$ cat config.mk
export PLATFORM = sky130hd
export DESIGN_NAME = ras_ctrl
export DESIGN_NICKNAME = d
export VERILOG_FILES = /design/src/rtl/taiga_types.sv /design/src/rtl/ras_return_fifo.sv /design/src/rtl/ras_ctrl.sv
export SDC_FILE = /design/constraint.sdc
export NUM_CORES = 1
export LEC_CHECK = 0
export ABC_AREA = 1
export CAP_MARGIN = 5
export CORE_MARGIN = 8
export CORE_UTILIZATION = 40
export CTS_CLUSTER_SIZE = 16
export DETAILED_ROUTE_END_ITERATION = 8
export GPL_TIMING_DRIVEN = 0
export PLACE_DENSITY_LB_ADDON = 0.25
export SYNTH_ARGS = -nofsm -noshare
export SYNTH_HDL_FRONTEND = slang
export SYNTH_HIERARCHICAL = 1
export SYNTH_SLANG_ARGS = --single-unit
$ cat constraint.sdc
create_clock -name clk -period 3.3 [get_ports clk]
set_input_delay 0.33 -clock clk [delete_from_list [all_inputs] [get_ports clk]]
set_output_delay 0.33 -clock clk [all_outputs]
set_load 0.01 [all_outputs]
$ cat src/rtl/taiga_types.sv
// Shared types and helpers for the RAS controller.
package taiga_types;

    // What an instruction does to the return address stack
    typedef enum logic [1:0] {
        RAS_NONE,
        RAS_PUSH,
        RAS_POP,
        RAS_POP_PUSH
    } ras_op_t;

    localparam logic [6:0] JAL_OP  = 7'b1101111;
    localparam logic [6:0] JALR_OP = 7'b1100111;

    // One in-flight predicted return: target, plus a flag for "RAS was empty"
    typedef struct packed {
        logic        no_pred;
        logic [31:0] target;
    } ret_entry_t;

    // RISC-V link-register hint: x1 (ra) or x5 (t0)
    function automatic logic link_reg(input logic [4:0] r);
        return (r == 5'd1) || (r == 5'd5);
    endfunction

endpackage

$ cat src/rtl/ras_return_fifo.sv
// Queue of predicted returns awaiting resolution, read head combinationally.
module ras_return_fifo
    import taiga_types::*;
#(
    parameter int DEPTH = 4
) (
    input  logic                       clk,
    input  logic                       rst,
    input  logic                       flush,
    input  logic                       wr_en,
    input  ret_entry_t                 wr_data,
    input  logic                       rd_en,
    output ret_entry_t                 rd_data,
    output logic [$clog2(DEPTH):0]     count,
    output logic                       empty
);
    localparam int AW = $clog2(DEPTH);

    ret_entry_t          mem_reg [DEPTH];
    logic [AW-1:0]       wr_ptr_reg;
    logic [AW-1:0]       rd_ptr_reg;
    logic [AW:0]         count_reg;
    logic                full;
    logic                do_wr;
    logic                do_rd;

    assign empty   = (count_reg == '0);
    assign full    = (count_reg == (AW+1)'(DEPTH));
    assign do_wr   = wr_en & !full;
    assign do_rd   = rd_en & !empty;
    assign rd_data = mem_reg[rd_ptr_reg];
    assign count   = count_reg;

    // Storage: contents need no reset, only pointers do
    always_ff @(posedge clk) begin
        if (do_wr)
            mem_reg[wr_ptr_reg] <= wr_data;
    end

    // Pointer and occupancy bookkeeping; flush empties the queue
    always_ff @(posedge clk) begin
        if (rst || flush) begin
            wr_ptr_reg <= '0;
            rd_ptr_reg <= '0;
            count_reg  <= '0;
        end else begin
            if (do_wr)
                wr_ptr_reg <= wr_ptr_reg + 1'b1;
            if (do_rd)
                rd_ptr_reg <= rd_ptr_reg + 1'b1;
            if (do_wr && !do_rd)
                count_reg <= count_reg + 1'b1;
            else if (!do_wr && do_rd)
                count_reg <= count_reg - 1'b1;
        end
    end

endmodule

$ cat src/rtl/ras_ctrl.sv
// Fetch-side RAS controller: classifies calls/returns, drives the RAS,
// predicts return targets and tracks prediction accuracy.
module ras_ctrl
    import taiga_types::*;
#(
    parameter int RETURN_FIFO_DEPTH = 4,
    parameter int COUNT_W           = 16
) (
    input  logic               clk,
    input  logic               rst,
    input  logic               fetch_valid,
    output logic               fetch_ready,
    input  logic [31:0]        fetch_pc,
    input  logic [31:0]        fetch_instr,
    input  logic               fetch_flush,
    input  logic               pipeline_flush,
    output logic               ras_push,
    output logic               ras_pop,
    output logic [31:0]        ras_new_addr,
    input  logic [31:0]        ras_addr,
    input  logic               ras_valid,
    output logic               predict_valid,
    output logic [31:0]        predict_target,
    input  logic               resolve_valid,
    input  logic [31:0]        resolve_target,
    output logic [COUNT_W-1:0] hit_count,
    output logic [COUNT_W-1:0] miss_count,
    output logic               resolve_underflow
);
    localparam int AW = $clog2(RETURN_FIFO_DEPTH);

    logic               dec_valid_reg;
    logic [31:0]        dec_pc_reg;
    ras_op_t            dec_op_reg;
    logic [COUNT_W-1:0] hit_count_reg;
    logic [COUNT_W-1:0] miss_count_reg;
    logic               underflow_reg;

    logic               accept;
    logic               live;
    logic               dec_is_ret;
    logic               q_write;
    logic               q_read;
    logic               q_empty;
    logic [AW:0]        q_count;
    logic [AW+1:0]      pending;
    ret_entry_t         q_wr_data;
    ret_entry_t         q_head;
    logic [11:0]        unused_instr_hi;

    assign unused_instr_hi = fetch_instr[31:20];

    // Decode the low 20 bits of an instruction into a RAS operation
    function automatic ras_op_t classify(input logic [19:0] instr);
        logic [6:0] op;
        logic [2:0] f3;
        logic [4:0] rd;
        logic [4:0] rs1;
        op  = instr[6:0];
        rd  = instr[11:7];
        f3  = instr[14:12];
        rs1 = instr[19:15];
        classify = RAS_NONE;
        if (op == JAL_OP) begin
            if (link_reg(rd))
                classify = RAS_PUSH;
        end else if (op == JALR_OP && f3 == 3'b000) begin
            if (link_reg(rd) && !link_reg(rs1))
                classify = RAS_PUSH;
            else if (!link_reg(rd) && link_reg(rs1))
                classify = RAS_POP;
            else if (link_reg(rd) && link_reg(rs1))
                classify = (rd != rs1) ? RAS_POP_PUSH : RAS_PUSH;
        end
    endfunction

    assign accept     = fetch_valid & fetch_ready;
    assign dec_is_ret = (dec_op_reg == RAS_POP) || (dec_op_reg == RAS_POP_PUSH);
    assign live       = dec_valid_reg & !fetch_flush & !pipeline_flush;

    // Conservative: counts the return sitting in decode, ignores same-cycle resolve
    assign pending     = {1'b0, q_count} + {{(AW+1){1'b0}}, dec_valid_reg & dec_is_ret};
    assign fetch_ready = pending < (AW+2)'(RETURN_FIFO_DEPTH);

    assign ras_push       = live & ((dec_op_reg == RAS_PUSH) || (dec_op_reg == RAS_POP_PUSH));
    assign ras_pop        = live & dec_is_ret;
    assign ras_new_addr   = dec_pc_reg + 32'd4;
    assign predict_valid  = live & dec_is_ret & ras_valid;
    assign predict_target = ras_addr;

    assign q_write           = live & dec_is_ret;
    assign q_wr_data.no_pred = !ras_valid;
    assign q_wr_data.target  = ras_addr;
    assign q_read            = resolve_valid & !pipeline_flush & !q_empty;

    assign hit_count         = hit_count_reg;
    assign miss_count        = miss_count_reg;
    assign resolve_underflow = underflow_reg;

    ras_return_fifo #(
        .DEPTH (RETURN_FIFO_DEPTH)
    ) u_fifo (
        .clk     (clk),
        .rst     (rst),
        .flush   (pipeline_flush),
        .wr_en   (q_write),
        .wr_data (q_wr_data),
        .rd_en   (q_read),
        .rd_data (q_head),
        .count   (q_count),
        .empty   (q_empty)
    );

    // Decode register: holds the accepted instruction for one cycle
    always_ff @(posedge clk) begin
        if (rst || pipeline_flush) begin
            dec_valid_reg <= 1'b0;
        end else begin
            dec_valid_reg <= accept;
        end
        if (accept) begin
            dec_pc_reg <= fetch_pc;
            dec_op_reg <= classify(fetch_instr[19:0]);
        end
    end

    // Prediction statistics and sticky underflow flag
    always_ff @(posedge clk) begin
        if (rst) begin
            hit_count_reg  <= '0;
            miss_count_reg <= '0;
            underflow_reg  <= 1'b0;
        end else if (!pipeline_flush && resolve_valid) begin
            if (q_empty) begin
                underflow_reg <= 1'b1;
            end else if (!q_head.no_pred && q_head.target == resolve_target) begin
                if (hit_count_reg != '1)
                    hit_count_reg <= hit_count_reg + 1'b1;
            end else begin
                if (miss_count_reg != '1)
                    miss_count_reg <= miss_count_reg + 1'b1;
            end
        end
    end

endmodule
# --- Word-level counts from Yosys, hierarchy flattened ---
# Memory sizes are Yosys's and may differ from the RTL's. A register that Yosys moved wholly into a read port is not among the register bits.
# Index checks and enable logic that the tools add are counted.
word_totals:
  regBits: 75
  ramBits: 132
  out_inout_bits: 101
  elab_cells: 88
  mem_count: 1
classes:
  addsub: 8
  n_lt_le_gt_ge: 1
  n_eq_ne: 14
  mux: 13
  bitwise_logic: 13
  reduce_logical: 29
mem_list:
  columns: ["memory", "words", "width", "rd", "rd_clocked_by_memory_dff", "wr", "line_no", "text"]
  rows:
  - ["u_fifo.mem_reg", 4, 33, 1, 1, 1, "ras_return_fifo.sv:19", "ret_entry_t mem_reg [DEPTH];"]
op_table:
  columns: ["op", "count"]
  rows:
  - ["16-bit by 1-bit adder with 16-bit output, second input constant", 2]
  - ["32-bit by 3-bit adder with 32-bit output, second input constant", 1]
  - ["32-bit equality test", 1]
  - ["16-bit != test, second input constant", 2]
  - ["2-bit two-way mux", 8]
  - ["7-bit equality test, second input constant", 2]
  - ["1-bit AND", 11]
  - ["5-bit by 1-bit equality test with 1-bit output, second input constant", 2]
  - ["5-bit by 3-bit equality test with 1-bit output, second input constant", 2]
  - ["1-bit zero test", 10]
  - ["1-bit logical AND", 8]
  - ["4-bit AND reduction", 2]
  - ["3-bit zero test", 2]
  - ["3-bit two-way mux", 2]
  - ["1-bit logical OR", 5]
  - ["5-bit != test", 1]
  - ["2-bit by 1-bit adder with 2-bit output, second input constant", 2]
  - ["3-bit by 1-bit adder with 4-bit output", 1]
  - ["2-bit equality test, second input constant", 2]
  - ["4-bit by 3-bit < comparator with 1-bit output, second input constant", 1]
  - ["3-bit by 1-bit adder with 3-bit output, second input constant", 1]
  - ["3-bit equality test, second input constant", 1]
  - ["1-bit two-way mux", 3]
  - ["3-bit by 1-bit subtractor with 3-bit output, second input constant", 1]
  - ["4 further kinds", 5]

# --- Logic depth before layout (Yosys ltp) ---
# Gate-level depths: netlist (run 1).
logic_depth:
  depth_word: 9
  ltp_mapped: 18

# --- Modules after synthesis ---
# The synthesis (run 1) kept the hierarchy.
modules_own_cells:
  columns: ["module", "n_inst", "cells_per_inst", "area_per_inst_um2", "seq_area_each_um2"]
  rows:
  - ["ras_return_fifo", 1, 389, 5408.9, 4144.0]
  - ["ras_ctrl", 1, 745, 5009.8, 1701.6]

# --- Worst setup path after synthesis (run 1) ---
# No wires, ideal clock.
synth_timing:
  kind: "input-to-reg"
  start: "in pipeline_flush"
  end: "mem u_fifo/mem_reg[0][0] in the netlist's numbering (enable)"
  arrival_time_ns: 2.382
  setup_slack_ns: 0.495
  cell_stages: 5
  n_path_buf: 0
  cell_sequence: "inv_1 > nand3b_1 > nor2_1 > nand2_1 > nor2_1"
synth_via:
  elab_chain_len: 6
synth_rtl:
  columns: ["item", "line_no", "text"]
  rows:
  - ["start, declared", "ras_ctrl.sv:16", "input logic pipeline_flush,"]
  - ["1-bit zero test", "ras_ctrl.sv:79", "assign live = dec_valid_reg & !fetch_flush & !pipeline_flush;"]
  - ["1-bit AND", "ras_ctrl.sv:79", null]
  - ["1-bit AND", null, null]
  - ["net ras_pop", "ras_ctrl.sv:18", "output logic ras_pop,"]
  - ["1-bit AND", "ras_return_fifo.sv:29", "assign do_wr = wr_en & !full;"]
  - ["1-bit two-way mux", "ras_return_fifo.sv:36", "if (do_wr)"]
  - ["1-bit two-way mux (not written as such)", "ras_return_fifo.sv:37", "mem_reg[wr_ptr_reg] <= wr_data;"]
  - ["end, declared", "ras_return_fifo.sv:19", null]
# The timed path passes the listed nets, and every way through them passes these cells.

# --- Worst setup path in the final report (run 1) ---
layout_timing:
  start: "reg dec_pc_reg[2]"
  end: "out ras_new_addr[26]"
layout_via:
  elab_chain_len: 1
layout_rtl:
  columns: ["item", "line_no", "text"]
  rows:
  - ["start, declared", "ras_ctrl.sv:33", "logic [31:0] dec_pc_reg;"]
  - ["start signal, assigned", "ras_ctrl.sv:122", "dec_pc_reg <= fetch_pc;"]
  - ["32-bit by 3-bit adder with 32-bit output", "ras_ctrl.sv:87", "assign ras_new_addr = dec_pc_reg + 32'd4;"]
  - ["end, declared", "ras_ctrl.sv:19", "output logic [31:0] ras_new_addr,"]
# Every way passes these cells.

==> run metrics, run 1 <==
post-route cell area 14100 um^2; DRC 0; Min Clock Period, post-route 3.12 ns; # IOs roughly 240; CTS tree built; Core Region 25800 um^2; mux cell area share after synthesis 0%; mapped cell area ~10000 um^2; cts hold-fix bufs 0; post-DP HPWL between 20000 and 25000 um; Sw Pwr 1.25 mW; routed vias 8493; final setup vio count 0; kind of start point of the critical path flip-flop; total grt overflow 0; Comb pwr share 7.5%; RePlAce Congestion around 0.88; yosys warns 6; 1st-iter DRT viols approximately 530; Slew headroom 56.8%; Async S/R FF share, synth 0%; final net count ~1500; synth top area cells edfxtp_1 48%, dfxtp_1 8.3%, nand2_1 8.0%, nor2_1 6.2%, inv_1 5.1%; Pleak 5.44 nW; # rows 59; Simple-Gate Fraction of Synth Area between 20 and 25%; Fillers about 2300; per-cell routed wire length 16.2 um; max-slew violation count 0; total global-route track usage approximately 17%; Worst-Margin Slew 0.647 ns; CTS H-tree lvls 1; max reg flops 132; TritonCTS Buffers 24; synth-to-layout area growth 35.1%; FMAX 321 MHz; Yosys cell types 42; DR pass1 iterations 7; HP Class primary input to flip-flop; Sequential Power Share about 48%; Synth area leader edfxtp_1; CTS clk-pin slew, worst paths roughly 0.06 ns; post-synthesis compound-gate area fraction ~6.7%; Die X 177 um; crit path DAT ~2.8 ns; main combinational cell family by area after synthesis simple AND/OR/NAND/NOR gates; Synth top area share around 48%; Switching Fraction roughly a fifth; Die ar. between 30000 and 40000 um^2; post-synthesis adder-cell area fraction under 10%; final count of hold timing violations 0; max_cap viols 0; proportion of synthesized chip area in sequential cells a little under three fifths; CTS root buffer clkbuf_16; ys flop type edfxtp_1; flop-to-flop setup slack around 0.36 ns; WL final ~28000 um; antenna violations before repair 1; vias per std cell a little under 5; R2R Path End hit_count[8]$_SDFFE_PP0P_; P per Cell Area ~430 nW/um^2; Gate Count Post-Synth between 1000 and 1500; Routed Antenna Nets 0; outcome complete, no violations; area post-placement ~13000 um^2; element type at the critical path end primary output; first-pass GRT wire length about 44000 um; P_int ~4.8 mW; Post-synth EDFFs ~170; Clock Latency Late Sink 0.52 ns; pin count of the biggest net entering global routing 28; Diodes inserted 0; crit path max fanout 3; final setup margin between 0.15 and 0.2 ns; vias in the first global route about 8600; Synth Area in XOR/XNOR a little under 4%; Critical Path RT 2.97 ns; Port Buf Inserts about 220; R2R cell count 16; Setup crit start dec_pc_reg[2]$_DFFE_PP_; Worst Setup Path Type flip-flop to primary output; syn avg cell area 9.19 um^2; Max VDD drop 0.000341 V; CTS max path bufs 3; Syn Nets ~1300; Setup Slack @ Placement 0.359 ns; skew final between 0.02 and 0.025 ns; die height roughly 180 um; layout cell share with drive strength beyond 1 9.81%; crit share post-route between 90% and 100%; Clk network pwr share ~45%; initial core utilization between 40% and 50%; capture point of the worst path ras_new_addr[26]; clock sinks between 200 and 250; Yosys reg bits around 210
[final cells by class]
cell class	count	area (um^2)	share of cell area (%)
clock inverters	15	191	1.36
plain buffers	65	480	3.41
repair buffers	229	2360	16.8
inverters	147	552	3.92
clock buffers	29	629	4.47
flip-flops and latches	209	5850	41.5
multi-input cells	713	3590	25.5
well taps	335	419	2.98
[metal layers]
layer,part of all wire (%),vias to the layer above,global-route usage [%]
li1,-,4269,-
met1,43,3924,21.5
met2,49,255,30.5
met3,6.2,43,3.64
met4,2.2,2,5.00
met5,0.046,-,0
[per-stage QoR]
stage | instances | total power [mW] | TNS [ns] | utilization (%) | hold WS (ns)
after global placement | 1692 | 3.39 | -144.03 | 50.6 | 0.436
after CTS | 1741 | 6.12 | 0 | 54.4 | 0.350
after detailed placement | 1697 | 3.40 | 0 | 51.2 | 0.448
final | 1742 | 6.06 | 0 | 54.5 | 0.370
after floorplan | 1134 | 3.10 | 0 | - | 0.408
after global routing | 1742 | 6.26 | -0.00806 | 54.5 | 0.351
[power groups by stage]
stage / sequential [mW] / combinational (mW) / clock, mW
after floorplan: 2.94 / 0.153 / 0
after global placement: 2.95 / 0.445 / 0
after detailed placement: 2.95 / 0.454 / 0
after CTS: 2.89 / 0.457 / 2.78
after global routing: 2.89 / 0.491 / 2.88
final: 2.89 / 0.452 / 2.72
[synth_stat cells, types with 4 or more instances]
master,number
inv_1,141
buf_6,10
ha_1,8
nand2_2,7
a21oi_1,23
nand2_1,222
xnor2_1,18
o22ai_1,33
xor2_1,29
edfxtp_1,166
o21ai_0,48
nor3_1,16
nand3_1,47
buf_4,35
inv_2,4
nand3b_1,5
o21ai_1,18
dfxtp_1,43
nor4_1,4
nor2_1,172
buf_2,13
nand4_1,41
[cell families after synthesis]
| kind of cell | Yosys count |
|---|---|
| buf+inv | 212 |
| simple gates | 530 |
| flops | 209 |
| fa+ha+maj | 9 |
| xor+xnor | 47 |
| compound gates | 127 |
[placed cells by master, fill, tap and decap left out, types with 5 or more instances in the layout]
master / Yosys / final
clkdlybuf4s50_1: 0 / 222
o21ai_1: 18 / 18
edfxtp_1: 166 / 166
nand3_1: 47 / 46
a21oi_1: 23 / 23
nand2_1: 222 / 222
buf_2: 13 / 13
ha_1: 8 / 7
o21ai_0: 48 / 48
nor2_2: 3 / 5
clkinv_1: 2 / 6
nor2_1: 172 / 165
buf_4: 35 / 36
nand2_2: 7 / 7
clkbuf_1: 3 / 7
clkbuf_16: 0 / 24
nor3_1: 16 / 16
xor2_1: 29 / 29
dfxtp_1: 43 / 43
inv_1: 141 / 141
xnor2_1: 18 / 18
nand3b_1: 5 / 5
nand4_1: 41 / 41
o22ai_1: 33 / 33
buf_6: 10 / 10
nor2_4: 2 / 7
[how the worst min path moves through the flow]
stage	cells after the start	start	slack, ns	endpoint
2_1_floorplan	1	pipeline_flush	0.41	dec_valid_reg$_SDFF_PP0_
3_3_place_gp	2	resolve_underflow$_SDFFE_PP0P_	0.44	resolve_underflow$_SDFFE_PP0P_
3_5_place_dp	2	resolve_underflow$_SDFFE_PP0P_	0.45	resolve_underflow$_SDFFE_PP0P_
4_1_cts	1	fetch_pc[7]	0.35	dec_pc_reg[7]$_DFFE_PP_
5_1_grt	1	fetch_pc[3]	0.35	dec_pc_reg[3]$_DFFE_PP_
6_report	1	fetch_pc[24]	0.37	dec_pc_reg[24]$_DFFE_PP_
[timing repair]
item,CTS,global route
endpoints found under the setup margin,0,6
gates resized for setup,0,7
buffers inserted,0,1
[worst max-delay path, cell delays in order, from the launching register on]
cell	delay, ns
edfxtp_1	0.38
ha_2	0.21
nand3_2	0.11
nor2_2	0.17
nand2_2	0.11
nor2_4	0.13
nand2_2	0.09
nor2_4	0.12
nand2_2	0.09
nor3_2	0.13
xor2_1	0.18
clkdlybuf4s50_1	0.56
Power figures use the tool's default switching activity.
==> inputs of run 2 (changes only) <==
- TNS_END_PERCENT: unset -> 20
==> results of run 2 <==
The final DEF is identical to that of run 1; final timing and power are the same.
==> inputs of run 3 (changes only) <==
- CORE_MARGIN: 8 -> 5
- clock period: 3.3 -> 2.8 ns (I/O delays scaled with it)
==> run metrics, run 3 (synthesis results as in run 1) <==
outcome complete, no violations; final setup vio count 0; max_cap viols 0; total global-route track usage a little under a fifth; total design power slightly above 7 mW; R2R Path End hit_count[6]$_SDFFE_PP0P_; CTS root buffer clkbuf_16; Worst-Margin Slew 0.695 ns; Port Buf Inserts 223; P_int between 5 and 6 mW; final net count around 1500; flop-to-flop setup slack 0.17 ns; Clock Latency Late Sink ~0.51 ns; die height about 170 um; # IOs around 240; Clk network pwr share approximately 44%; CTS tree built; pin count of the biggest net entering global routing 28; Critical Path RT around 2.5 ns; max reg flops 132; Comb pwr share approximately 7.6%; RSZ-0062 raised after global routing true; routed vias roughly 8500; antenna violations before repair 0; cts hold-fix bufs 0; FMAX roughly 370 MHz; kind of start point of the critical path flip-flop; total grt overflow 0; DR pass1 iterations 5; Worst Setup Path Type flip-flop to primary output; # rows between 50 and 60; synth-to-layout area growth 36.4%; hold worst-path end dec_pc_reg[31]$_DFFE_PP_; hold path startpoint fetch_pc[31]; commonest non-fill, non-tap cell in the layout nand2_1; 1st-iter DRT viols 493; max-slew violation count 0; CTS clk-pin slew, worst paths 0.06 ns; TritonCTS Buffers 23; P per Cell Area around 500 nW/um^2; commonest non-fill, non-tap cells in the layout 222 x nand2_1, 207 x clkdlybuf4s50_1, 166 x edfxtp_1, 160 x nor2_1, 141 x inv_1; skew final between 0.01 and 0.015 ns; final count of hold timing violations 0; layout cell share with drive strength beyond 1 a little under an eighth; post-DP HPWL about 20000 um; initial core utilization approximately 40%; Min Clock Period, post-route about 2.7 ns; Switching Fraction slightly above 20%; crit share post-route approximately 98%; Sequential Power Share 48.4%; CTS max path bufs 3; HP Class primary input to flip-flop; first-pass GRT wire length roughly 43000 um; R2R cell count 16; Die X 171 um; crit path DAT ~2.5 ns; RePlAce Congestion between 0.8 and 0.9; Slew headroom 53.6%; Sw Pwr 1.43 mW; vias per std cell around 4.9; WL final approximately 27000 um; per-cell routed wire length 15.6 um; vias in the first global route around 8400; Routed Antenna Nets 0; CTS H-tree lvls 1; element type at the critical path end primary output; Max VDD drop about 0.00037 V; Die ar. ~29000 um^2; hold path depth 1; post-route cell area between 10000 and 15000 um^2; area post-placement around 13000 um^2; crit path max fanout 3; DRC 0; Pleak 5.57 nW; Setup crit start dec_pc_reg[2]$_DFFE_PP_; clock sinks around 210; Core Region about 26000 um^2
## run 3: routing by layer
layer / GRT usage (%) / vias up / part of all wire (%) / wire [um]
met1: 23.4 / 3892 / 42 / 11500
met4: 6.51 / 0 / 3.4 / 929
met3: 3.31 / 59 / 6.3 / 1710
met2: 30.7 / 261 / 48 / 13000
li1: - / 4270 / - / -
met5: 0 / - / 0 / 0
## run 3: area by class of cell
| type | instances | area [um^2] |
|---|---|---|
| clock buffers | 29 | 651 |
| plain buffers | 65 | 495 |
| diodes | 2 | 5.00 |
| multi-input cells | 713 | 3710 |
| clock inverters | 12 | 141 |
| repair buffers | 234 | 2380 |
| flip-flops and latches | 209 | 5850 |
| well taps | 335 | 419 |
| fillers | 2296 | 11600 |
| inverters | 147 | 556 |
## run 3: per-stage QoR
step                instances  util (%)  TNS, ns  setup WS (ns)  hold slack, ns
finish                   1746      55.0        0         0.0612           0.327
global route             1744      55.0   -0.460        -0.0974           0.304
CTS                      1739      54.4   -0.149        -0.0852           0.305
detailed placement       1697      51.2    -1.64         -0.115           0.449
global placement         1692      50.6  -204.83          -1.64           0.436
floorplan                1134         -        0         0.0446           0.358
## run 3: worst max-delay path by stage
stage | to | cells past startpoint
final | ras_new_addr[15] | 8
after global routing | ras_new_addr[15] | 8
after global placement | u_fifo/mem_reg[0][11]$_DFFE_PP_ | 6
after detailed placement | hit_count[6]$_SDFFE_PP0P_ | 16
after CTS | ras_new_addr[30] | 8
after floorplan | u_fifo/mem_reg[0][0]$_DFFE_PP_ | 5
## run 3: power groups by stage
stage	sequential [mW]	clock (mW)	combinational, mW
5_1_grt	3.41	3.34	0.577
2_1_floorplan	3.47	0	0.181
6_report	3.41	3.10	0.533
4_1_cts	3.40	3.19	0.534
3_3_place_gp	3.47	0	0.524
3_5_place_dp	3.47	0	0.535
## run 3: worst max-delay path, cell delays in order, from the launching register on
cell and delay [ns]:
edfxtp_1 0.39, buf_4 0.13, nand3_1 0.14, nor2_4 0.16
nand3_2 0.14, nor2_1 0.19, a31oi_1 0.11, a21oi_1 0.15
clkdlybuf4s50_1 0.56
## run 3: what timing repair did
action / 4_1_cts / 5_1_grt
endpoints found under the setup margin: 37 / 43
setup buffers: 1 / 5
pin swaps: 3 / 7
resized for setup: 31 / 36
